[src/rtl/multiples_pkg.sv]
// Shared constants and state encoding for the multiples FIFO controller, the
// array wrapper and the producer/consumer blocks.
package multiples_pkg;

  localparam int DEPTH  = 10;
  localparam int ADDR_W = 13;
  localparam int CNT_W  = 4;
  localparam int PTR_W  = 4;

  typedef enum logic {
    RUN   = 1'b0,
    FLUSH = 1'b1
  } state_e;

  // Wrapping increment: DEPTH is not a power of two, so compare-and-clear.
  function automatic logic [PTR_W-1:0] ptr_wrap_inc(input logic [PTR_W-1:0] p);
    return (p == PTR_W'(DEPTH - 1)) ? {PTR_W{1'b0}} : p + PTR_W'(1);
  endfunction

endpackage

[src/rtl/multiples_fifo_ctrl_if.sv]
// Handshake and array-control bundle between the producer/consumer side
// (master) and the FIFO controller (slave).
interface multiples_fifo_ctrl_if;
  import multiples_pkg::*;

  logic              push_valid;
  logic              push_ready;
  logic              pop_valid;
  logic              pop_ready;
  logic              flush;
  logic              fifo_write_enable;
  logic [ADDR_W-1:0] fifo_write_address;
  logic [ADDR_W-1:0] fifo_read_address;
  logic [CNT_W-1:0]  count;
  logic              full;
  logic              empty;
  logic              overflow;
  logic              underflow;

  modport master (
    output push_valid, pop_ready, flush,
    input  push_ready, pop_valid, fifo_write_enable, fifo_write_address,
           fifo_read_address, count, full, empty, overflow, underflow
  );

  modport slave (
    input  push_valid, pop_ready, flush,
    output push_ready, pop_valid, fifo_write_enable, fifo_write_address,
           fifo_read_address, count, full, empty, overflow, underflow
  );

endinterface

[src/rtl/multiples_fifo_ctrl_ptr_inc.sv]
// Wrapping pointer incrementer (0..DEPTH-1), used for both FIFO pointers.
module multiples_fifo_ctrl_ptr_inc
  import multiples_pkg::*;
(
  input  logic [PTR_W-1:0] ptr_i,
  output logic [PTR_W-1:0] inc_o
);

  assign inc_o = ptr_wrap_inc(ptr_i);

endmodule

[src/rtl/multiples_fifo_ctrl.sv]
// Pointer/handshake controller for the 10-entry multiples_fifo array: turns
// push/pop valid-ready into raw array strobes and tracks occupancy and errors.
module multiples_fifo_ctrl
  import multiples_pkg::*;
(
  input logic                 clk,
  input logic                 reset,
  multiples_fifo_ctrl_if.slave bus
);

  state_e           state_q, state_d;
  logic [PTR_W-1:0] wr_ptr_q, wr_ptr_d, rd_ptr_q, rd_ptr_d;
  logic [PTR_W-1:0] wr_inc_s, rd_inc_s;
  logic [CNT_W-1:0] count_q, count_d;
  logic             overflow_q, overflow_d, underflow_q, underflow_d;
  logic             full_s, empty_s, run_s, take_s;
  logic             push_ready_s, pop_valid_s, push_fire_s, pop_fire_s;

  multiples_fifo_ctrl_ptr_inc u_wr_inc (.ptr_i(wr_ptr_q), .inc_o(wr_inc_s));
  multiples_fifo_ctrl_ptr_inc u_rd_inc (.ptr_i(rd_ptr_q), .inc_o(rd_inc_s));

  assign full_s       = (count_q == CNT_W'(DEPTH));
  assign empty_s      = (count_q == {CNT_W{1'b0}});
  assign run_s        = (state_q == RUN);
  assign push_ready_s = !full_s && run_s;
  assign pop_valid_s  = !empty_s && run_s;
  // The flush cycle swallows both handshakes; reset kills an in-flight write.
  assign take_s       = !bus.flush && !reset;
  assign push_fire_s  = bus.push_valid && push_ready_s && take_s;
  assign pop_fire_s   = bus.pop_ready && pop_valid_s && take_s;

  assign bus.push_ready         = push_ready_s;
  assign bus.pop_valid          = pop_valid_s;
  assign bus.fifo_write_enable  = push_fire_s;
  assign bus.fifo_write_address = ADDR_W'(wr_inc_s);
  assign bus.fifo_read_address  = ADDR_W'(rd_ptr_q);
  assign bus.count              = count_q;
  assign bus.full               = full_s;
  assign bus.empty              = empty_s;
  assign bus.overflow           = overflow_q;
  assign bus.underflow          = underflow_q;

  // Next-state: pointer/count update in RUN; flush clears on entry to FLUSH.
  always_comb begin
    state_d     = state_q;
    wr_ptr_d    = wr_ptr_q;
    rd_ptr_d    = rd_ptr_q;
    count_d     = count_q;
    overflow_d  = overflow_q;
    underflow_d = underflow_q;
    case (state_q)
      RUN: begin
        if (bus.flush) begin
          state_d  = FLUSH;
          wr_ptr_d = {PTR_W{1'b0}};
          rd_ptr_d = {PTR_W{1'b0}};
          count_d  = {CNT_W{1'b0}};
        end else begin
          if (push_fire_s) wr_ptr_d = wr_inc_s;
          else             wr_ptr_d = wr_ptr_q;
          if (pop_fire_s)  rd_ptr_d = rd_inc_s;
          else             rd_ptr_d = rd_ptr_q;
          case ({push_fire_s, pop_fire_s})
            2'b10:   count_d = count_q + CNT_W'(1);
            2'b01:   count_d = count_q - CNT_W'(1);
            default: count_d = count_q;
          endcase
          overflow_d  = overflow_q  || (bus.push_valid && full_s);
          underflow_d = underflow_q || (bus.pop_ready && empty_s);
        end
      end
      FLUSH: begin
        state_d  = RUN;
        wr_ptr_d = {PTR_W{1'b0}};
        rd_ptr_d = {PTR_W{1'b0}};
        count_d  = {CNT_W{1'b0}};
      end
      default: state_d = RUN;
    endcase
  end

  // State, pointer, occupancy and sticky-error registers.
  always_ff @(posedge clk or posedge reset) begin
    if (reset) begin
      state_q     <= RUN;
      wr_ptr_q    <= {PTR_W{1'b0}};
      rd_ptr_q    <= {PTR_W{1'b0}};
      count_q     <= {CNT_W{1'b0}};
      overflow_q  <= 1'b0;
      underflow_q <= 1'b0;
    end else begin
      state_q     <= state_d;
      wr_ptr_q    <= wr_ptr_d;
      rd_ptr_q    <= rd_ptr_d;
      count_q     <= count_d;
      overflow_q  <= overflow_d;
      underflow_q <= underflow_d;
    end
  end

endmodule

[src/flat_wrapper.sv]
// flat-port wrapper written by rule: the top's interface ports become plain ports
module multiples_fifo_ctrl_flat import multiples_pkg::*;
  (clk, reset, bus_push_valid, bus_pop_ready, bus_flush, bus_push_ready, bus_pop_valid, bus_fifo_write_enable, bus_fifo_write_address, bus_fifo_read_address, bus_count, bus_full, bus_empty, bus_overflow, bus_underflow);
  multiples_fifo_ctrl_if bus_i ();
  input logic clk;
  input logic reset;
  input wire logic [$bits(bus_i.push_valid)-1:0] bus_push_valid;
  input wire logic [$bits(bus_i.pop_ready)-1:0] bus_pop_ready;
  input wire logic [$bits(bus_i.flush)-1:0] bus_flush;
  output wire logic [$bits(bus_i.push_ready)-1:0] bus_push_ready;
  output wire logic [$bits(bus_i.pop_valid)-1:0] bus_pop_valid;
  output wire logic [$bits(bus_i.fifo_write_enable)-1:0] bus_fifo_write_enable;
  output wire logic [$bits(bus_i.fifo_write_address)-1:0] bus_fifo_write_address;
  output wire logic [$bits(bus_i.fifo_read_address)-1:0] bus_fifo_read_address;
  output wire logic [$bits(bus_i.count)-1:0] bus_count;
  output wire logic [$bits(bus_i.full)-1:0] bus_full;
  output wire logic [$bits(bus_i.empty)-1:0] bus_empty;
  output wire logic [$bits(bus_i.overflow)-1:0] bus_overflow;
  output wire logic [$bits(bus_i.underflow)-1:0] bus_underflow;
  assign bus_i.push_valid = bus_push_valid;
  assign bus_i.pop_ready = bus_pop_ready;
  assign bus_i.flush = bus_flush;
  assign bus_push_ready = bus_i.push_ready;
  assign bus_pop_valid = bus_i.pop_valid;
  assign bus_fifo_write_enable = bus_i.fifo_write_enable;
  assign bus_fifo_write_address = bus_i.fifo_write_address;
  assign bus_fifo_read_address = bus_i.fifo_read_address;
  assign bus_count = bus_i.count;
  assign bus_full = bus_i.full;
  assign bus_empty = bus_i.empty;
  assign bus_overflow = bus_i.overflow;
  assign bus_underflow = bus_i.underflow;
  multiples_fifo_ctrl u_core (.clk(clk), .reset(reset), .bus(bus_i));
endmodule
[config.mk]
export PLATFORM = sky130hd
export DESIGN_NAME = multiples_fifo_ctrl_flat
export DESIGN_NICKNAME = d
export VERILOG_FILES = /design/src/rtl/multiples_pkg.sv /design/src/rtl/multiples_fifo_ctrl_if.sv /design/src/rtl/multiples_fifo_ctrl_ptr_inc.sv /design/src/rtl/multiples_fifo_ctrl.sv /design/src/flat_wrapper.sv
export SDC_FILE = /design/constraint.sdc
export NUM_CORES = 1
export LEC_CHECK = 0
export ABC_AREA = 1
export CAP_MARGIN = 20
export CORE_MARGIN = 10
export CORE_UTILIZATION = 40
export CTS_CLUSTER_DIAMETER = 40
export DETAILED_ROUTE_END_ITERATION = 7
export GPL_ROUTABILITY_DRIVEN = 0
export GPL_TIMING_DRIVEN = 0
export HOLD_SLACK_MARGIN = 0.05
export PLACE_DENSITY = 0.76
export SYNTH_ARGS = -nofsm -noshare
export SYNTH_HDL_FRONTEND = slang
export SYNTH_HIERARCHICAL = 1
export SYNTH_SLANG_ARGS = --single-unit
[constraint.sdc]
create_clock -name clk -period 2.04 [get_ports clk]
set_clock_uncertainty 0.1 [all_clocks]
set_input_delay 0.51 -clock clk [delete_from_list [all_inputs] [get_ports clk]]
set_output_delay 0.51 -clock clk [all_outputs]
set_load 0.05 [all_outputs]
# Word level (Yosys, flattened, before mapping)
# Cells that the tools add are included.
[word_totals]
inputBits = 5
regBits = 15
output_inout_bits = 37
[op_classes]
bitwise_logic = 2
n_reduce_logical = 17
eq_ne = 8
muxes = 13
addsub = 4
[op_table]
columns = ["cell", "n"]
rows = [
  ["4-bit case mux with 2 select lines", 4],
  ["4-bit two-way mux", 7],
  ["4-bit by 1-bit adder with 4-bit output, second input constant", 3],
  ["4-bit equality test, second input constant", 3],
  ["1-bit logical AND", 9],
  ["3-bit inequality test, second input constant", 2],
  ["1-bit logical NOT", 4],
  ["4-bit logical NOT", 1],
  ["4-bit inequality test, second input constant", 1],
  ["4-bit by 1-bit subtractor with 4-bit output, second input constant", 1],
  ["2-bit by 1-bit equality test with 1-bit output, second input constant", 1],
  ["2-bit equality test, second input constant", 1],
  ["1-bit logical OR", 2],
  ["1-bit NOT", 2],
  ["1-bit case mux with 2 select lines", 1],
  ["2-bit AND reduction", 1],
  ["1-bit two-way mux", 1],
]

# Logic depth before layout (Yosys ltp)
[depth]
ltp_word = 9
depth_mapped = 16

# By module
# Netlist, hierarchy kept.
[modules_own_cells]
columns = ["mod", "cells_each", "area_per_inst_um2", "n_inst", "seq_area_each_um2"]
rows = [
  ["multiples_fifo_ctrl", 124, 1016.0, 1, 375.4],
  ["multiples_fifo_ctrl_ptr_inc", 16, 76.3, 2, 0.0],
]

# Worst setup path after synthesis
# Ideal clock, no wire load.
[synth_timing]
path_kind = "input to register"
startpoint = "input reset"
endpoint = "register u_core.count_q[3], in the netlist u_core/bus.count[3]"
path_buffers = 0
cell_stages = 16
t_required_ps = 1821
path_slack_ps = -404
setup_ps = 119
arrival_time_ps = 2225
path_cell_list = "inv_2 -> nand2_2 -> inv_2 -> nand2_1 -> nor2_8 -> nor2_2 -> ha_1 -> nand3_1 -> nand3_1 -> nand2_1 -> nand2_1 -> inv_1 -> nand2_1 -> nand2_1 -> nand2_1 -> nand2_1"
[synth_via]
elab_chain_len = 7
word_cells_on_any_way = 10
[synth_rtl]
columns = ["element", "line", "text"]
rows = [
  ["start, declared", "flat_wrapper.sv:6", "input logic reset;"],
  ["1-bit logical NOT (*)", "multiples_fifo_ctrl.sv:28", "assign take_s = !bus.flush && !reset;"],
  ["1-bit logical AND (*)", "multiples_fifo_ctrl.sv:28", ""],
  ["1-bit logical AND (*)", "multiples_fifo_ctrl.sv:29", "assign push_fire_s = bus.push_valid && push_ready_s && take_s;"],
  ["net bus_fifo_write_enable", "flat_wrapper.sv:12", "output wire logic [$bits(bus_i.fifo_write_enable)-1:0] bus_fifo_write_enable;"],
  ["2-bit by 1-bit equality test with 1-bit output / 2-bit equality test (equally long branches)", "multiples_fifo_ctrl.sv:63", "case ({push_fire_s, pop_fire_s})"],
  ["4-bit case mux with 2 select lines", "multiples_fifo_ctrl.sv:63", ""],
  ["4-bit two-way mux", "multiples_fifo_ctrl.sv:53", "if (bus.flush) begin"],
  ["4-bit case mux with 2 select lines", "multiples_fifo_ctrl.sv:51", "case (state_q)"],
  ["end signal, assigned", "multiples_fifo_ctrl.sv:88", "count_q <= {CNT_W{1'b0}};"],
  ["end signal, assigned", "multiples_fifo_ctrl.sv:95", "count_q <= count_d;"],
  ["end, declared", "multiples_fifo_ctrl.sv:14", "logic [CNT_W-1:0] count_q, count_d;"],
]
# The timed path passes the listed nets; every way through them passes the cells marked *.
# A chain may end at the register's enable or synchronous reset.

# Final worst setup path
[layout_timing]
startpoint = "register u_core.count_q[0], in the netlist u_core/bus.count[0]"
endpoint = "output bus_count[0]"
[layout_lines]
columns = ["element", "line", "text"]
rows = [
  ["end, declared", "flat_wrapper.sv:15", "output wire logic [$bits(bus_i.count)-1:0] bus_count;"],
]
# No word-level cell between the ends.

==> key figures <==
Run status
  • Status: finished, final reports clean

Timing
  • Setup Viol. Count Final: 0
  • Final hold viol count: 0
  • Max-slew violation count: 0
  • Max Clock Freq: 498.0 MHz
  • Final setup margin: 31.83 ps
  • Min Tclk post-route: roughly 2000 ps
  • RSZ-0062 raised after global routing: yes
  • Setup TNS: 0 ps
  • Final period util: 0.9844

Worst setup path
  • R2R cell count: 14
  • Worst EP required: around 1400 ps
  • Crit-path slowest cell: dlygate4sd2_1
  • CP top delay family: buffers and inverters
  • CP Depth: 2
  • Crit path buffers/inverters: 2
  • Critical Path AT: 1400 ps
  • CP startpoint kind: register
  • Crit Path Category: register to output pin
  • Worst path max stage delay: 530 ps
  • Worst Setup End Kind: output pin
  • Critical path peak fanout: 4
  • Worst path cell trace: buf_4, dlygate4sd2_1

CTS
  • Max Buffers Root-to-Sink: 2
  • H-tree levels: 1
  • CTS tree: built
  • Clk sinks: 15
  • Cts hold-fix bufs: 0
  • Clock Latency Late Sink: 290 ps
  • Worst-path clk slew: roughly 90 ps
  • Root buf cell: clkbuf_4
  • TritonCTS Buffers: 3

Cells and area
  • Area Growth Syn to Fin: 46.47%
  • Register Area: 381.6 um^2
  • Most frequent cells in the layout: nand2_1, buf_4, inv_1, conb_1, dlygate4sd2_1
  • Fin util: 0.6154
  • Number of diodes: 0
  • Footprint of the multi-input gates: 709.4 um^2
  • Commonest non-fill, non-tap cell in the layout: nand2_1
  • Final net count: 224
  • Fillers: 247
  • Layout cell share with drive strength beyond 1: 0.3814

Logic synthesis
  • Mapped Area: 1169 um^2
  • FF+latch count, synth: 15
  • Share of the synthesized area in the top cell type: 0.3212
  • Post-synthesis sequential area ratio: 0.3212
  • Unique cell type count in the Yosys netlist: 22
  • Cell count after synthesis: approximately 160
  • Post-Syn Area per Cell: 7.491 um^2
  • Post-synth top area cell: dfrtp_1
  • Synth top area cells: dfrtp_1, nand2_1, buf_4
  • Yosys Warn Count: 6

Detailed routing
  • Met1 WL: 1.236 mm
  • Routed wl met2: approximately 1.3 mm
  • Via count: 1090
  • Detailed Routing Iterations Pass 1: 4
  • Avg WL per Cell: 11.78 um
  • Vias per std cell: 4.431
  • Top routing layer in use: met4
  • WL met3: 268 um
  • DR iter-0 viols: 48
  • Routed WL: 2.897 mm
  • Final ANT Viol Nets: 0
  • # DRC: 0

Power
  • PD cells: roughly 640 nW/um^2
  • VDD IR max: 0.5108 mV
  • Total power: ~0.0011 W
  • Pleak: between 0.9 and 1 nW

Global route
  • Vias in the first global route: between 1000 and 1500
  • Congestion Overflow GR: 0
  • First-pass GRT wire length: ~4.5 mm
  • GRT Util Overall: 0.1014
  • Largest net degree at the start of global routing: 16
  • Antenna violations before repair: 0

Placed design
  • Dpl ws: -1025 ps
  • Detailed placer's ending HPWL: 2.069 mm
  • Port-buffer cells: 23

Run
  • Total of max-cap violations: 0

Floorplan
  • Num rows: 19
  • Starting Density: 0.4202
  • Die ar.: 5483 um^2
  • Die width: 74.05 um
  • Io pins: 42
  • Core area: 2781 um^2
  • Chip height: 74.05 um

Min path
  • Hold Path Class: input pin to async pin
registers in the layout (all words and copies together), names as in the netlist:
name and cells:
u_core/wr_ptr_q 4, u_core/rd_ptr_q 4, u_core/bus.underflow 1, u_core/state_q 1, u_core/bus.count 4, u_core/bus.overflow 1
metrics by stage:
step	area [um^2]	std cells	hold WS [ps]
final	1712	246	287.1
after global routing	1712	246	314.9
after CTS	1584	238	311.6
after detailed placement	1529	227	354.2
after global placement	1529	227	350.7
after floorplan	1260	173	176.9
layer usage:
metal | global-route usage | up-vias
met1 | 0.1225 | 484
met3 | 0.04521 | 6
met4 | 0.04348 | 0
li1 | - | 561
met5 | 0 | -
met2 | 0.1525 | 39
Yosys cell counts:
cell type   n
nand2_1    43
buf_4      18
inv_1      18
dfrtp_1    15
nand3_1    13
nor2_1     10
inv_2       4
nand2_2     4
nand2_4     4
nand3_2     4
nand4_1     4
nor2_2      3
xor2_1      3
a31o_2      2
ha_1        2
nor2_8      2
o21ai_0     2
a21oi_1     1
buf_2       1
clkinv_2    1
conb_1      1
fa_1        1
worst register-to-register path: cells and delay by family (launching register included):
family	cells	cell delay, ps
AND/OR/NAND/NOR	12	1010
flip-flops	1	460
adder cells (fa/ha/maj)	1	260
buffers and inverters	1	50
kinds of logic after synthesis:
| group | count (synthesis) | share of synthesized area |
|---|---|---|
| and+or+nand+nor | 87 | 0.3919 |
| DFF | 15 | 0.3212 |
| buffers and inverters | 42 | 0.1948 |
| AOI/OAI and AO/OA | 5 | 0.02784 |
| xor gates and xnor gates | 3 | 0.02249 |
| adders and majority gates | 3 | 0.03854 |
| other | 1 | 0.003209 |
where the power goes:
part / internal [W] / switching, W / total [W]
combinational: 0.000178 / 0.000391 / 0.000569
clock: 0.0000729 / 0.000103 / 0.000176
sequential: 0.000318 / 0.0000298 / 0.000348
total: 0.000569 / 0.000524 / 0.00109
path summary, 6_finish.rpt:
kind	from	endpoint	slack, ps
max	u_core/bus.count[0]	bus_count[0]	30
min	reset	u_core/bus.count[3]	290
max reg2reg	u_core/bus.count[0]	u_core/bus.count[3]	60
min reg2reg	u_core/bus.overflow	u_core/bus.overflow	370
max in group asynchronous	reset	u_core/bus.count[2]	1360
min in group clk	u_core/bus.overflow	u_core/bus.overflow	370
what timing repair did:
action | CTS | global route
gates resized for setup | 62 | 16
gates cloned | 0 | 0
endpoints found under the setup margin | 22 | 13
buffers inserted | 7 | 8
pin swaps | 5 | 7
cell type report:
| type | count | area share |
|---|---|---|
| well taps | 31 | 0.02266 |
| clock inverters | 1 | 0.002924 |
| plain buffers | 19 | 0.08187 |
| inverters | 23 | 0.05409 |
| flip-flops and latches | 15 | 0.2230 |
| repair buffers | 38 | 0.1879 |
| multi-input cells | 116 | 0.4145 |
| clock buffers | 3 | 0.01316 |
(Power assumes the default switching activity.)
